`config.mk`:
```
export PLATFORM = sky130hd
export DESIGN_NAME = lsu_mem_initiator
export DESIGN_NICKNAME = d
export VERILOG_FILES = /design/src/rtl/lsu_pkg.sv /design/src/rtl/lsu_align.sv /design/src/rtl/lsu_mem_initiator.sv
export SDC_FILE = /design/constraint.sdc
export NUM_CORES = 1
export LEC_CHECK = 0
export BUFFER_PORTS_ARGS = -buffer_cell sky130_fd_sc_hd__buf_4
export CORE_MARGIN = 2
export CORE_UTILIZATION = 56
export DETAILED_ROUTE_END_ITERATION = 16
export GPL_TIMING_DRIVEN = 0
export PLACE_DENSITY = 0.86
export RECOVER_POWER = 100
export SETUP_SLACK_MARGIN = 0.4
export SYNTH_ARGS = -nofsm -noshare
export SYNTH_HDL_FRONTEND = slang
export SYNTH_SLANG_ARGS = --single-unit
```
`constraint.sdc`:
```
create_clock -name clk -period 5.6 [get_ports clk]
set_clock_uncertainty 0.1 [all_clocks]
set_input_delay 0.84 -clock clk [delete_from_list [all_inputs] [get_ports clk]]
set_output_delay 0.84 -clock clk [all_outputs]
set_load 0.02 [all_outputs]
```
`src/rtl/lsu_pkg.sv`:
```
// Shared constants, state encoding and access-legality helpers for the load/store initiator.
package lsu_pkg;
    localparam int DATA_W = 32;

    localparam logic [2:0] F3_B  = 3'b000;
    localparam logic [2:0] F3_H  = 3'b001;
    localparam logic [2:0] F3_W  = 3'b010;
    localparam logic [2:0] F3_BU = 3'b100;
    localparam logic [2:0] F3_HU = 3'b101;

    localparam logic [2:0] ST_IDLE   = 3'd0;
    localparam logic [2:0] ST_LOAD   = 3'd1;
    localparam logic [2:0] ST_RMW_RD = 3'd2;
    localparam logic [2:0] ST_WRITE  = 3'd3;
    localparam logic [2:0] ST_RESP   = 3'd4;

    typedef enum logic [2:0] {
        IDLE   = ST_IDLE,
        LOAD   = ST_LOAD,
        RMW_RD = ST_RMW_RD,
        WRITE  = ST_WRITE,
        RESP   = ST_RESP
    } state_t;

    function automatic logic f3_legal(input logic store, input logic [2:0] f3);
        if (store)
            return (f3 == F3_B) || (f3 == F3_H) || (f3 == F3_W);
        return (f3 == F3_B) || (f3 == F3_H) || (f3 == F3_W) || (f3 == F3_BU) || (f3 == F3_HU);
    endfunction

    function automatic logic misaligned(input logic [2:0] f3, input logic [1:0] a);
        case (f3)
            F3_H, F3_HU: return a[0];
            F3_W:        return a != 2'b00;
            default:     return 1'b0;
        endcase
    endfunction
endpackage

```
`src/rtl/lsu_align.sv`:
```
// Byte/halfword lane logic: load extraction with extension and sub-word store merge.
module lsu_align
    import lsu_pkg::*;
(
    input  logic [2:0]        funct3,
    input  logic [1:0]        addr_lo,
    input  logic [DATA_W-1:0] rd,
    input  logic [DATA_W-1:0] wdata,
    output logic [DATA_W-1:0] ld_data,
    output logic [DATA_W-1:0] st_word
);
    logic [7:0]  byte_l;
    logic [15:0] half_l;

    always_comb begin
        byte_l = rd[{addr_lo, 3'b000} +: 8];
        half_l = addr_lo[1] ? rd[31:16] : rd[15:0];
        case (funct3)
            F3_B:    ld_data = {{24{byte_l[7]}}, byte_l};
            F3_BU:   ld_data = {24'h0, byte_l};
            F3_H:    ld_data = {{16{half_l[15]}}, half_l};
            F3_HU:   ld_data = {16'h0, half_l};
            default: ld_data = rd;
        endcase
    end

    always_comb begin
        st_word = rd;
        if (funct3 == F3_B)
            st_word[{addr_lo, 3'b000} +: 8] = wdata[7:0];
        else if (funct3 == F3_H) begin
            if (addr_lo[1]) st_word[31:16] = wdata[15:0];
            else            st_word[15:0]  = wdata[15:0];
        end
    end
endmodule

```
`src/rtl/lsu_mem_initiator.sv`:
```
// Load/store initiator for a word-addressed memory; sub-word stores via read-modify-write.
// Build option: define LSU_MISALIGN_TRAP_EN to fault misaligned halfword/word accesses.
module lsu_mem_initiator
    import lsu_pkg::*;
#(
    parameter int ADDR_W = 32
) (
    input  logic              clk,
    input  logic              reset,
    input  logic              req_valid,
    output logic              req_ready,
    input  logic              req_store,
    input  logic [2:0]        req_funct3,
    input  logic [ADDR_W-1:0] req_addr,
    input  logic [31:0]       req_wdata,
    output logic              rsp_valid,
    output logic [31:0]       rsp_rdata,
    output logic              rsp_err,
    output logic              mem_we,
    output logic [ADDR_W-1:0] mem_a,
    output logic [31:0]       mem_wd,
    input  logic [31:0]       mem_rd
);
    state_t      state;
    logic        store_q;
    logic [2:0]  funct3_q;
    logic [1:0]  addr_lo_q;
    logic [31:0] wdata_q;
    logic [31:0] ld_data, st_word;
    logic        misal;

`ifdef LSU_MISALIGN_TRAP_EN
    assign misal = misaligned(req_funct3, req_addr[1:0]);
`else
    assign misal = 1'b0;
`endif

    lsu_align u_align (
        .funct3  (funct3_q),
        .addr_lo (addr_lo_q),
        .rd      (mem_rd),
        .wdata   (wdata_q),
        .ld_data (ld_data),
        .st_word (st_word)
    );

    // mem_a is only loaded on acceptance so the combinational read stays stable to RESP.
    always_ff @(posedge clk or negedge reset) begin
        if (!reset) begin
            state     <= IDLE;
            req_ready <= 1'b1;
            rsp_valid <= 1'b0;
            rsp_rdata <= '0;
            rsp_err   <= 1'b0;
            mem_we    <= 1'b0;
            mem_a     <= '0;
            mem_wd    <= '0;
            store_q   <= 1'b0;
            funct3_q  <= '0;
            addr_lo_q <= '0;
            wdata_q   <= '0;
        end else begin
            case (state)
                IDLE: if (req_valid) begin
                    store_q   <= req_store;
                    funct3_q  <= req_funct3;
                    addr_lo_q <= req_addr[1:0];
                    wdata_q   <= req_wdata;
                    mem_a     <= {req_addr[ADDR_W-1:2], 2'b00};
                    req_ready <= 1'b0;
                    rsp_rdata <= '0;
                    rsp_err   <= 1'b0;
                    if (!f3_legal(req_store, req_funct3) || misal) begin
                        rsp_err   <= 1'b1;
                        rsp_valid <= 1'b1;
                        state     <= RESP;
                    end else if (!req_store) begin
                        state <= LOAD;
                    end else if (req_funct3 == F3_W) begin
                        mem_wd <= req_wdata;
                        mem_we <= 1'b1;
                        state  <= WRITE;
                    end else begin
                        state <= RMW_RD;
                    end
                end
                LOAD: begin
                    rsp_rdata <= store_q ? '0 : ld_data;
                    rsp_valid <= 1'b1;
                    state     <= RESP;
                end
                RMW_RD: begin
                    mem_wd <= st_word;
                    mem_we <= 1'b1;
                    state  <= WRITE;
                end
                WRITE: begin
                    mem_we    <= 1'b0;
                    rsp_valid <= 1'b1;
                    state     <= RESP;
                end
                RESP: begin
                    rsp_valid <= 1'b0;
                    req_ready <= 1'b1;
                    state     <= IDLE;
                end
                default: begin
                    state     <= IDLE;
                    mem_we    <= 1'b0;
                    rsp_valid <= 1'b0;
                    req_ready <= 1'b1;
                end
            endcase
        end
    end
endmodule

```
==> flow_summary_export.csv, run 1 <==
group,metric,value,unit
outcome,status,"finished, violations left",
outcome,violations,"capacitance limit, slew limit",
final_layout,nets,999,
worst_setup_path,crit_arrival,4.10,ns
worst_setup_path,worstPathMaxFanout,12,
sta,timing.final.ws_setup,1.74,ns
clock_network,cts_resized,0,
clock_network,cts_root_buffer,"clkbuf_16",
yosys,synth_area,0.00680,mm^2
worst_setup_path,cp_slowest_stage_delay,0.57,ns
clock_network,post_cts_buffers,0,
clock_network,clk_latency,0.43,ns
routing,totalWireLength,25800,um
floorplanning,pin_count,203,
power_and_ir_drop,irDropWorstVdd,0.308,mV
clock_network,htreeDepth,4,
place,dp_hpwl,19200,um
clock_network,path_clk_slew,0.06,ns
sta,worstMarginPinSlew,2.91,ns
final_layout,n_antenna_cell,0,
worst_setup_path,reg2reg_from,"addr_lo_q[1]",
floorplanning,core-area,0.0119,mm^2
worst_setup_path,crit_path_end_kind,"register",
clock_network,cts_tree,"yes",
yosys,yosysSeqAreaShare,0.453,
sta,max_freq,0.259,GHz
routing,post_drt_wl_per_cell,24.5,um
floorplanning,die-area,0.0130,mm^2
worst_setup_path,crit_path_top_delay_cell,"or4_1",
sta,maxSlewHeadroom,-0.941,
yosys,yosys_warnings,0,
worst_setup_path,r2r_setup_slack,1.74,ns
sta,whs,0.377,ns
worst_setup_path,worstSetupPathType,"reg2reg",
worst_setup_path,crit_required,5.83,ns
clock_network,hold_buffers,0,
sta,finalHoldViolations,0,
floorplanning,die_h,114,um
clock_network,clk_path_buf_depth,2,
power_and_ir_drop,p_leak,3.71,nW
sta,final_max_slew_viol_count,53,
worst_setup_path,timing.critical_path.mode_cell,"clkbuf_1",
min_path,hold_path.class,"reg2reg",
worst_setup_path,startpoint,"addr_lo_q[1]",
power_and_ir_drop,p_per_area,475,mW/mm^2
yosys,synthArstFlopShare,1.00,
floorplanning,start_util,0.571,
routing,antenna_left,0,
yosys,synth_cell_types,52,
global_routing,grt_pass1_vias,6948,
yosys,synthCells,670,
worst_setup_path,critPathCapture,"mem_wd[30]",
clock_network,cts_inserted_buffers,17,
routing,drc_errors,0,
routing,num_vias,6885,
yosys,synth_ff_type,"dfrtp_1",
global_routing,grt_max_degree,72,
routing,drt_iter0_markers,651,
sta,setup_viol,0,
yosys,synth_edf_count,0,
yosys,avgSynthCellArea,10.1,um^2
job,cap_violations,1,
worst_setup_path,crit_chain,"clkbuf_1 > clkbuf_1 > inv_1 > clkbuf_1 > ha_1 > nor4bb_1 > clkbuf_1 > a2111oi_0 > or4_1 > o211ai_1",
routing,first_pass_iters,9,
final_layout,layout.cells.non_filler,1051,
final_layout,drive_above_1_share,0.233,
place,place_ws,2.33,ns
routing,via_per_inst,6.55,
clock_network,clock_sinks,123,
floorplanning,core.rowCount,40,
global_routing,antenna_found_initial,0,
yosys,ys_seq_elements,123,
final_layout,fill_cells,940,
place,io_buffers,200,
worst_setup_path,ff2ff_path_depth,10,
floorplanning,die_w,114,um
worst_setup_path,startpoint_type,"register",
sta,grt_setup_unrepaired,"false",
global_routing,grt_pass1_wl,39300,um
sta,period_share,0.690,
place,gp_congestion,1.01,
global_routing,gr-usage-all-layers,0.401,
place,dp.cells,1019,
global_routing,gr-total-overflow,0,
worst_setup_path,r2r-end,"mem_wd[30]",
sta,tns,0,ns
final_layout,area_growth_syn_to_layout,27.3,%
sta,finalWorstPathRequiredPeriod,3.86,ns
where the power goes:
part	total (mW)	leakage, nW	internal (mW)	switching (mW)
clock network	1.08	0.280	0.655	0.422
registers	1.38	1.48	1.17	0.207
logic	1.66	1.95	0.577	1.08
total	4.11	3.71	2.40	1.71
cell type report:
type | count | area (um^2) | area share
flip-flops and latches | 123 | 3080 | 0.356
clock buffers | 18 | 429 | 0.0496
well taps | 147 | 184 | 0.0213
clock inverters | 14 | 148 | 0.0171
repair buffers | 201 | 1150 | 0.133
inverters | 21 | 78.8 | 0.00911
multi-input cells | 463 | 3320 | 0.384
plain buffers | 64 | 259 | 0.0299
registers in the layout, indices dropped and copies added, names as in the netlist, 2 cells and up:
| name | count |
|---|---|
| mem_wd | 32 |
| rsp_rdata | 32 |
| mem_a | 30 |
| wdata_q | 16 |
| funct3_q | 3 |
| state | 3 |
| addr_lo_q | 2 |
worst min path at each step:
stage / from / to / slack, ns / depth (start not counted)
after global routing: rsp_rdata[9] / rsp_rdata[9] / 0.41 / 1
after floorplan: store_q / store_q / 0.40 / 1
after global placement: rsp_rdata[8] / rsp_rdata[8] / 0.36 / 1
final: rsp_rdata[12] / rsp_rdata[12] / 0.38 / 1
after CTS: reset / wdata_q[0] / 0.27 / 1
after detailed placement: rsp_rdata[12] / rsp_rdata[12] / 0.37 / 1
stage by stage:
step            util  cell area (um^2)  power (mW)
2_1_floorplan      -              6800        2.42
3_3_place_gp   0.713              8490        3.14
3_5_place_dp   0.715              8520        3.21
4_1_cts        0.764              9090        4.30
5_1_grt        0.726              8650        4.28
6_report       0.726              8650        4.11
synthesized netlist by cell type, types with 2 or more instances:
| cell type | n | area (um^2) |
|---|---|---|
| a22o_1 | 17 | 149 |
| nor3_1 | 12 | 60.1 |
| buf_4 | 5 | 37.5 |
| inv_1 | 21 | 78.8 |
| a21o_1 | 18 | 135 |
| and2_1 | 10 | 62.6 |
| nand2_1 | 22 | 82.6 |
| a2bb2oi_1 | 8 | 70.1 |
| clkbuf_1 | 36 | 135 |
| o21ai_0 | 28 | 140 |
| a31o_2 | 2 | 17.5 |
| a221o_1 | 7 | 70.1 |
| nor3b_1 | 2 | 15.0 |
| nor4bb_1 | 2 | 20.0 |
| mux4_2 | 6 | 135 |
| o22ai_1 | 49 | 307 |
| nor2_1 | 48 | 180 |
| a21oi_1 | 42 | 210 |
| and3_1 | 9 | 56.3 |
| a31oi_1 | 2 | 12.5 |
| buf_1 | 4 | 15.0 |
| nand2b_1 | 35 | 219 |
| ha_1 | 5 | 62.6 |
| a2111oi_0 | 5 | 43.8 |
| mux2_2 | 60 | 676 |
| nand3b_1 | 3 | 22.5 |
| a221oi_1 | 35 | 307 |
| dfrtp_1 | 122 | 3050 |
| buf_2 | 18 | 90.1 |
| mux2i_1 | 2 | 20.0 |
| nor4_1 | 13 | 81.3 |
| and4bb_2 | 2 | 25.0 |
critical path: cells and delay by family, from the launching register on:
family / cells / cell delay (ns)
buffers and inverters: 5 / 1.72
AND/OR/NAND/NOR: 2 / 0.86
adder cells (fa/ha/maj): 1 / 0.42
flip-flops: 1 / 0.37
AO/OA/AOI/OAI: 2 / 0.30
cell families (layout without fill, tap and decap cells):
kind of cell,after synthesis,in the layout,synth area share
mux,69,69,0.124
fa+ha+maj,5,5,0.00920
buf+inv,85,318,0.0541
simple gates,169,169,0.134
other cells,1,2,0.000552
compound gates,218,218,0.225
flops,123,123,0.453
layer usage:
layer / global-route usage / vias to the layer above / wire length, um / share of wire
li1: - / 2952 / - / -
met5: 0 / - / 0 / 0
met3: 0.0815 / 85 / 2170 / 0.084
met4: 0.210 / 0 / 1090 / 0.042
met2: 0.642 / 472 / 12400 / 0.48
met1: 0.516 / 3376 / 10100 / 0.39
placed cells by master (no fill, tap or decap), drive strengths merged, types with 5 or more instances in the layout:
cell type / instances
a2bb2oi: 8
inv: 23
dfrtp: 122
mux4: 6
nor3: 12
nor2: 49
nand2: 22
a221o: 7
ha: 5
clkbuf: 168
mux2: 61
nor4: 13
a21o: 18
a21oi: 43
o22ai: 49
and3: 9
buf: 115
a22o: 17
a221oi: 36
nand2b: 35
clkinv: 8
and2: 10
o21ai: 29
a2111oi: 5
No activity file was read; power rests on OpenSTA's default activity.
==> inputs of run 2 (changes only) <==
--- a/config.mk
+++ b/config.mk
@@ -7,10 +7,10 @@
 export LEC_CHECK = 0
 export BUFFER_PORTS_ARGS = -buffer_cell sky130_fd_sc_hd__buf_4
 export CORE_MARGIN = 2
-export CORE_UTILIZATION = 56
+export CORE_UTILIZATION = 52
 export DETAILED_ROUTE_END_ITERATION = 16
 export GPL_TIMING_DRIVEN = 0
-export PLACE_DENSITY = 0.86
+export PLACE_DENSITY = 0.8
 export RECOVER_POWER = 100
 export SETUP_SLACK_MARGIN = 0.4
 export SYNTH_ARGS = -nofsm -noshare
==> constraint.sdc (replaced) <==
create_clock -name clk -period 3.7 [get_ports clk]
set_clock_uncertainty 0.1 [all_clocks]
set_input_delay 0.555 -clock clk [delete_from_list [all_inputs] [get_ports clk]]
set_output_delay 0.555 -clock clk [all_outputs]
set_load 0.02 [all_outputs]
==> run 2 against run 1 <==
The run still ends with capacitance limit, slew limit left. Critical endpoint unchanged. Register-to-register slack worse by 1.4 ns. First-iteration DRC count shrank 18%. Combinational power rose by 51%. Largest power group unchanged.
==> flow_summary_export.csv, run 2 (synthesized netlist as in run 1, its figures left out) <==
group,metric,value,unit
global_routing,gr-usage-all-layers,0.367,
floorplanning,die_h,118,um
final_layout,area_growth_syn_to_layout,28.4,%
worst_setup_path,worstSetupPathType,"reg2reg",
sta,worstMarginPinSlew,1.93,ns
clock_network,clock_sinks,123,
place,place_ws,0.474,ns
place,place_area,0.00855,mm^2
worst_setup_path,crit_arrival,3.56,ns
worst_setup_path,crit_path_end_kind,"register",
power_and_ir_drop,clockPowerShare,0.276,
outcome,status,"finished, violations left",
sta,grt_setup_unrepaired,"false",
global_routing,gr-total-overflow,0,
final_layout,postLayoutCellArea,0.00873,mm^2
power_and_ir_drop,p_per_area,723,mW/mm^2
power_and_ir_drop,p_int,3.75,mW
clock_network,clk_latency,0.42,ns
floorplanning,core.rowCount,41,
place,io_buffers,200,
sta,finalHoldViolations,0,
routing,antenna_left,0,
final_layout,drive_above_1_share,0.242,
sta,finalWorstPathRequiredPeriod,3.33,ns
min_path,holdPathStages,3,
power_and_ir_drop,irDropWorstVdd,0.493,mV
routing,drt_iter0_markers,535,
routing,drc_errors,0,
sta,tns,0,ns
sta,final_max_slew_viol_count,78,
outcome,violations,"capacitance limit, slew limit",
min_path,hold_path.class,"in2reg",
final_layout,layout_commonest_cell,"clkbuf_1",
job,cap_violations,1,
final_layout,top_regs,"mem_wd: 32 flops, rsp_rdata: 32 flops, mem_a: 30 flops",
place,dp_hpwl,19200,um
sta,setup_viol,0,
power_and_ir_drop,power,6.31,mW
final_layout,final_cell_mix,"clkbuf_1, dfrtp_1, buf_4",
floorplanning,core-area,0.0127,mm^2
floorplanning,die-area,0.0140,mm^2
place,gp_congestion,1.06,
sta,period_share,0.900,
routing,totalWireLength,25700,um
clock_network,htreeDepth,4,
global_routing,grt_pass1_vias,6832,
sta,whs,0.246,ns
worst_setup_path,startpoint_type,"register",
floorplanning,die_w,118,um
power_and_ir_drop,p_sw_frac,0.406,
sta,timing.final.ws_setup,0.370,ns
power_and_ir_drop,p_leak,3.74,nW
floorplanning,pin_count,203,
clock_network,path_clk_slew,0.05,ns
routing,post_drt_wl_per_cell,23.8,um
global_routing,grt_max_degree,78,
routing,num_vias,6809,
final_layout,nets,1000,
clock_network,cts_root_buffer,"clkbuf_16",
clock_network,post_cts_buffers,0,
global_routing,antenna_found_initial,0,
floorplanning,start_util,0.536,
power_and_ir_drop,seqPwrFrac,0.329,
clock_network,cts_tree,"yes",
clock_network,clk_path_buf_depth,2,
global_routing,grt_pass1_wl,39600,um
clock_network,cts_inserted_buffers,17,
power_and_ir_drop,p_sw,2.56,mW
worst_setup_path,worstPathMaxFanout,12,
routing,via_per_inst,6.32,
worst_setup_path,ff2ff_path_depth,10,
power_and_ir_drop,comb_power_share,0.396,
worst_setup_path,crit_required,3.93,ns
sta,max_freq,0.300,GHz
routing,first_pass_iters,5,
sta,maxSlewHeadroom,-0.287,
## run 2: changes by cell type in the layout (fill, tap and decap cells not counted), moves of 2 or more
cell,change
clkinv_2,-3
clkbuf_1,-5
mux2_2,+3
clkbuf_8,+2
mux2_1,-3
buf_2,+3
## run 2: critical path, cell delays in order, from the launching register on
cell and delay (ns):
dfrtp_1 0.39, buf_2 0.19, buf_2 0.22, inv_1 0.15
clkbuf_1 0.51, ha_1 0.39, nor4bb_1 0.27, buf_2 0.25
a2111oi_0 0.11, or4_1 0.54, o211ai_1 0.11
## run 2: layout make-up
type	count	area [um^2]
clock inverter	12	163
clock buffer	20	457
multi-input combinational	463	3320
fill	1087	3940
buffer	64	263
antenna	1	2.50
sequential	123	3080
tap	172	215
inverter	21	78.8
timing repair buffer	202	1150
## run 2: worst paths after layout
path                               start            end  slack, ns
max reg2reg                 addr_lo_q[1]     mem_wd[30]       0.37
min reg2reg                rsp_rdata[11]  rsp_rdata[11]       0.38
min in group asynchronous          reset     wdata_q[4]       0.52
min                          req_addr[0]   addr_lo_q[0]       0.25
max in group asynchronous          reset    funct3_q[2]       0.75
max                         addr_lo_q[1]     mem_wd[30]       0.37
## run 2: per-layer routing
metal,part of all wire,vias up,wire length [um],track usage
met1,0.39,3333,10000,0.475
met5,0,-,0,0
met3,0.094,77,2400,0.0980
met4,0.033,0,844,0.157
met2,0.48,439,12400,0.582
li1,-,2960,-,-
## run 2: per-stage QoR
step	util	cells
6_report	0.689	1078
5_1_grt	0.689	1077
4_1_cts	0.724	1077
3_5_place_dp	0.675	1044
3_3_place_gp	0.672	1043
2_1_floorplan	-	671
## run 2: power groups by stage
stage / sequential, mW / clock [mW] / combinational (mW)
CTS: 2.07 / 1.74 / 2.79
detailed placement: 2.09 / 0 / 2.77
global placement: 2.06 / 0 / 2.71
floorplan: 2.43 / 0 / 1.23
finish: 2.07 / 1.74 / 2.50
global route: 2.12 / 1.81 / 2.66
## run 2: what timing repair did
action / in CTS / in global routing
gates resized for setup: 0 / 2
hold buffers: 1 / 0
hold endpoints to repair: 46 / 0
endpoints found under the setup margin: 0 / 3
